[config.mk]
export PLATFORM = sky130hd
export DESIGN_NAME = imm_ext_arbiter
export DESIGN_NICKNAME = d
export VERILOG_FILES = /design/src/rtl/imm_ext_arbiter.sv
export SDC_FILE = /design/constraint.sdc
export NUM_CORES = 1
export LEC_CHECK = 0
export CAP_MARGIN = 0
export CORE_MARGIN = 4
export CORE_UTILIZATION = 45
export CTS_BUF_LIST = sky130_fd_sc_hd__clkbuf_4
export CTS_CLUSTER_DIAMETER = 80
export DETAILED_ROUTE_END_ITERATION = 8
export MAX_ROUTING_LAYER = met4
export PLACE_DENSITY = 0.8
export SKIP_LAST_GASP = 1
export SLEW_MARGIN = 20
export SYNTH_ARGS = -nofsm -noshare
export SYNTH_HDL_FRONTEND = slang
export SYNTH_SLANG_ARGS = --single-unit
[constraint.sdc]
create_clock -name Clk -period 2.81 [get_ports Clk]
set_clock_uncertainty 0.1 [all_clocks]
set_input_delay 0.843 -clock Clk [delete_from_list [all_inputs] [get_ports Clk]]
set_output_delay 0.843 -clock Clk [all_outputs]
set_load 0.03 [all_outputs]
[src/rtl/imm_ext_arbiter.sv]
// imm_ext_arbiter: one immediate extender shared by two requesters.
// Round-robin arbitration feeds a single-entry output register with a valid/ready handshake.
// A result can drain and a new one load on the same edge, so throughput is one per cycle.
module imm_ext_arbiter #(
  parameter int unsigned IN_W  = 16,
  parameter int unsigned OUT_W = 32
) (
  input  logic             Clk,
  input  logic             Rst_n,
  input  logic             ReqA_Valid,
  input  logic [IN_W-1:0]  ReqA_Imm,
  input  logic [1:0]       ReqA_Mode,
  output logic             ReqA_Ready,
  input  logic             ReqB_Valid,
  input  logic [IN_W-1:0]  ReqB_Imm,
  input  logic [1:0]       ReqB_Mode,
  output logic             ReqB_Ready,
  output logic             Out_Valid,
  output logic [OUT_W-1:0] Out_Data,
  output logic             Out_Id,
  input  logic             Out_Ready
);

  localparam logic [1:0] ModeSext   = 2'b00;
  localparam logic [1:0] ModeZext   = 2'b01;
  localparam logic [1:0] ModeUpper  = 2'b10;
  localparam logic [1:0] ModeBranch = 2'b11;

  typedef enum logic [0:0] {StEmpty, StFull} state_e;

  state_e           state_q;
  logic [OUT_W-1:0] out_data_q;
  logic             out_id_q;
  // Most recently granted requester; resets to B so that A wins the first contention.
  logic             last_q;

  logic             grant_b;
  logic             any_req;
  logic             can_accept;
  logic             accept;
  logic [IN_W-1:0]  sel_imm;
  logic [1:0]       sel_mode;
  logic [OUT_W-1:0] ext_data;

  // Grant selection and handshake: under contention the requester other than last_q wins.
  always_comb begin
    grant_b    = ReqB_Valid && (!ReqA_Valid || !last_q);
    any_req    = ReqA_Valid || ReqB_Valid;
    can_accept = (state_q == StEmpty) || Out_Ready;
    accept     = any_req && can_accept;
    ReqA_Ready = ReqA_Valid && !grant_b && can_accept;
    ReqB_Ready = grant_b && can_accept;
  end

  // Extend the granted requester's immediate according to its mode.
  always_comb begin
    sel_imm  = grant_b ? ReqB_Imm  : ReqA_Imm;
    sel_mode = grant_b ? ReqB_Mode : ReqA_Mode;
    ext_data = '0;
    unique case (sel_mode)
      ModeSext:   ext_data = {{(OUT_W - IN_W){sel_imm[IN_W-1]}}, sel_imm};
      ModeZext:   ext_data = {{(OUT_W - IN_W){1'b0}}, sel_imm};
      ModeUpper:  ext_data = {sel_imm, {(OUT_W - IN_W){1'b0}}};
      ModeBranch: ext_data = {{(OUT_W - IN_W - 2){sel_imm[IN_W-1]}}, sel_imm, 2'b00};
      default:    ext_data = '0;
    endcase
  end

  // Output register FSM: load on accept, empty on a drain without a replacement.
  always_ff @(posedge Clk or negedge Rst_n) begin
    if (!Rst_n) begin
      state_q    <= StEmpty;
      out_data_q <= '0;
      out_id_q   <= 1'b0;
      last_q     <= 1'b1;
    end else begin
      unique case (state_q)
        StEmpty: begin
          if (accept) begin
            state_q    <= StFull;
            out_data_q <= ext_data;
            out_id_q   <= grant_b;
            last_q     <= grant_b;
          end
        end
        StFull: begin
          if (accept) begin
            // Drain and reload on the same edge: no bubble.
            out_data_q <= ext_data;
            out_id_q   <= grant_b;
            last_q     <= grant_b;
          end else if (Out_Ready) begin
            state_q <= StEmpty;
          end
        end
        default: state_q <= StEmpty;
      endcase
    end
  end

  assign Out_Valid = (state_q == StFull);
  assign Out_Data  = out_data_q;
  assign Out_Id    = out_id_q;

endmodule

Yosys cells after proc, flatten, opt, wreduce, memory -nomap -nowiden
Cells that the tools add are included.

cells by class
  $add $sub $neg = 0
  $mul = 0
  div/mod/pow operators = 0
  order comparisons = 0
  equal/unequal tests = 3
  shift-type cells = 0
  multiplexer cells = 9
  bitwise gates (word level) = 1
  reductions and logical operators = 12

operators by type and width
  kind                                                             number
  32-bit one-hot mux with 4 select lines                           1
  32-bit two-way mux                                               1
  16-bit two-way mux                                               1
  1-bit logical AND                                                5
  2-bit == test, second input constant                             2
  1-bit two-way mux                                                4
  1-bit zero test                                                  3
  1-bit logical OR                                                 3
  2-bit by 1-bit == test with 1-bit output, second input constant  1
  2-bit zero test                                                  1
  2-bit two-way mux                                                1
  1-bit one-hot mux with 2 select lines                            1
  1-bit NOT                                                        1

storage, ports and cells
  bits in registers = 35
  bits in latches = 0
  memory bits (writable) = 0
  memory bits (read-only) = 0
  output and inout bits = 36
  memories = 0

Logic depth before layout (Yosys ltp)
  word-level depth = 7
  depth in mapped cells = 6
  mapped depth without buffers = 4

Worst setup path after synthesis
Ideal clock, no wire load.

  path type = in2out
  start point = input ReqB_Valid
  end point = output ReqB_Ready
  arrival = 1815 ps
  data required time = 1867 ps
  setup slack = 52 ps
  cell stages on the path = 4
  cell sequence = a21bo_1 -> buf_6 -> buf_2 -> nor2_1

on the way
  cells in the longest elaborated chain, start to end = 2

ends and longest elaborated chain
  element            RTL line  source
  start, declared    14        input logic ReqB_Valid,
  1-bit logical AND  47        grant_b = ReqB_Valid && (!ReqA_Valid || !last_q);
  1-bit logical AND  52        ReqB_Ready = grant_b && can_accept;
  end, declared      17        output logic ReqB_Ready,

No other way between the ends.

Final worst setup path
  start point = input ReqA_Valid
  end point = output ReqA_Ready

on the way
  cells in the longest elaborated chain, start to end = 6

ends and longest elaborated chain
  element                             RTL line  source
  start, declared                     10        input logic ReqA_Valid,
  1-bit zero test                     47
  1-bit logical OR                    47
  1-bit logical AND                   47
  1-bit zero test                     51        ReqA_Ready = ReqA_Valid && !grant_b && can_accept;
  1-bit logical AND (*) (2 in a row)  51
  end, declared                       13        output logic ReqA_Ready,

Mark *: on every way between the ends. The rest lies on a longest branch, timed or not.

==> results.md <==
- Outcome: complete, no violations
- Post-Syn Area: 2220 µm²
- Worst-margin pin slew: 0.455 ns
- Largest family of logic cells by synthesized area: simple AND/OR/NAND/NOR gates
- DRC: 0
- VDD IR max: 0.316 mV
- Cells after Synth: 239
- Largest area contributor in the netlist: dfrtp_1
- Syn avg cell area: 9.30 µm²
- Post-synth cell types: 39
- Total CTS buffers: 5
- First-pass GRT wire length: 10400 µm
- First-pass iteration count of the detailed router: 4
- Proportion of synthesized area in mux cells: 5.63%
- Synth Area in Adders: 0%
- Share of cells above drive strength 1: 13.4%
- DRT Wirelength: 6420 µm
- Antenna violations before repair: 0
- WL met1: 2850 µm
- Met3 wire len: 383 µm
- Die H: 78.3 µm
- Clock transition at path regs: 0.11 ns
- Fmax: 0.363 GHz
- Via Count: 2219
- Top layer in use: met4
- # H-tree levels: 2
- Core area: 4750 µm²
- Worst hold slack: 0.389 ns
- Gr usage total: 22.2%
- Required time worst endpoint: 1.87 ns
- Die Wd: 78.3 µm
- GRT overflow: 0
- ANT nets after route: 0
- WL/cell: 16.6 µm
- Routability cong.: 0.848
- Fin worst setup slack: 0.0576 ns
- Most common cell after layout, fill and taps aside: clkdlybuf4s50_1
- End-of-flow core utilization: 66.0%
- Ant diodes: 0
- Most frequent cells in the layout: clkdlybuf4s50_1 (73), dfrtp_1 (34), nand3_1 (30)
- CTS tree: yes
- Part of the Yosys area used for sequential elements: 39.5%
- Synth top area cells: dfrtp_1 (38%), nand3_1 (6.8%), a211o_1 (5.1%), nor3b_1 (4.7%), a31oi_1 (4.2%)
- Max FO, Critical Path: 4
- Slew Limit Fails: 0
- Period utilization: 97.9%
- Setup WS pre-CTS: 0.0237 ns
- Complex-gate fraction of the synthesized area: 23.8%
- Flops & latches, synth: 35
- Hold Fails Final Rpt: 0
- First DRT Iteration DRCs: 319
- Post-Synth Simple-Gate Area: 23.9%
- Root Driver: clkbuf_4
- Longest Clk Path Bufs: 2
- Largest net degree at the start of global routing: 44
- Final critical-path required period: 2.75 ns
- Post-Route Setup TNS: 0 ns
- RSZ-0062 raised after global routing: no
- Max_cap viols: 0
- Setup violations, final: 0
- Dpl cells: 379
- WL met2: 3110 µm
- Number of global-route vias before repair: 2083
- Post-Syn Nets: 280
- Share of the synthesized area in the top cell type: 38.3%
- # clock sinks: 35
- Initial core utilization: 46.7%
- Worst hold path class: flip-flop to flip-flop
- Leakage: 1.33 nW
- Detailed Place HPWL: 4660 µm
- Area growth syn-to-layout: 41.3%
- CP Launch Type: primary input
- Nets: 360
- Crit path DAT: 1.81 ns
- Row count: 25
- Final non-filler cell total: 387
- Ports: 77
- Latest clock arrival within the worst-skew pair: 0.35 ns
- DR vias/cell: 5.73
- # port buffers: 76
- Hold_buf cts: 0
- PD cells: 519 nW/µm²
- Rel. slew slack: 69.7%
- Overall die area: 6130 µm²
- Synth Warn #: 0
- Synth Area in XOR/XNOR: 0%
- Worst Setup End Kind: output port
- Crit Path Category: primary input to output port
## critical path, stage by stage
cell             delay (ns)
clkdlybuf4s50_1        0.42
buf_4                  0.16
o21ai_2                0.17
nor2_2                 0.05
buf_4                  0.16
## cells in the mapped netlist
library cell   n
dfrtp_1       34
nand3_1       30
nor2_1        19
a31oi_1       15
nor3b_1       14
a211o_1       13
a21oi_1       13
and3_1        12
nand2_1       10
buf_2          9
mux2i_1        8
o21ai_0        8
buf_6          7
a311oi_1       6
o22ai_1        6
clkbuf_1       5
a21o_1         2
a221o_1        2
buf_4          2
mux2_2         2
nand2b_1       2
o31ai_1        2
or2b_1         2
a21bo_1        1
a21boi_4       1
a21oi_4        1
a32oi_1        1
and2b_2        1
and2b_4        1
dfstp_2        1
inv_1          1
mux2i_4        1
nand2_2        1
nand4b_1       1
nand4b_4       1
nor2b_1        1
o211ai_1       1
o21ai_1        1
o21ai_2        1
## cell families after synthesis
logic type | after synthesis
mux | 11
flops | 35
simple gates | 95
buf+inv | 24
compound gates | 74
## cell type report
type,count,area [µm²]
Tap cell,67,83.8
Timing Repair Buffer,96,928
Multi-Input combinational cell,180,1190
Sequential cell,35,877
Clock buffer,5,37.5
Inverter,1,3.75
Clock inverter,3,20.0
Fill cell,436,1620
## final timing paths
check                                   start                 endpoint  slack [ns]  cells after the start
setup / recovery                   ReqA_Valid               ReqA_Ready        0.06                      5
hold / removal             Out_Id$_DFFE_PN0P_       Out_Id$_DFFE_PN0P_        0.39                      1
setup reg to reg           last_q$_DFFE_PN1P_  Out_Data[4]$_DFFE_PN0P_        0.93                      5
hold reg to reg            Out_Id$_DFFE_PN0P_       Out_Id$_DFFE_PN0P_        0.39                      1
max in group asynchronous               Rst_n       last_q$_DFFE_PN1P_        1.47                      2
min in group asynchronous               Rst_n  Out_Data[7]$_DFFE_PN0P_        0.78                      2
## what timing repair did
| item | 4_1_cts | 5_1_grt |
|---|---|---|
| endpoints found under the hold margin | 0 | 0 |
| resized for setup | 0 | 5 |
| setup buffers | 0 | 0 |
| setup endpoints to repair | 0 | 2 |
## layer usage
| metal | vias up | global-route usage, % |
|---|---|---|
| li1 | 1064 | - |
| met1 | 1061 | 30.3 |
| met2 | 85 | 33.6 |
| met3 | 9 | 4.47 |
| met4 | 0 | 6.64 |
| met5 | - | - |
## per-stage QoR
| stage | power, W | cell area (µm²) |
|---|---|---|
| finish | 0.00163 | 3140 |
| global placement | 0.00135 | 3070 |
| detailed placement | 0.00136 | 3070 |
| global route | 0.00172 | 3140 |
| floorplan | 0.00105 | 2220 |
| CTS | 0.00164 | 3120 |
## power breakdown
part           leakage, nW  internal (W)  switching (W)
logic                0.883      0.000321       0.000393
registers            0.423      0.000589      0.0000484
clock network       0.0272     0.0000954       0.000182
## flip-flops by register name, summed over array words and instances (netlist names)
register,flops
Out_Data,32
Out_Id,1
Out_Valid,1
last_q,1
Note: power is estimated with default switching activity, not from simulation.
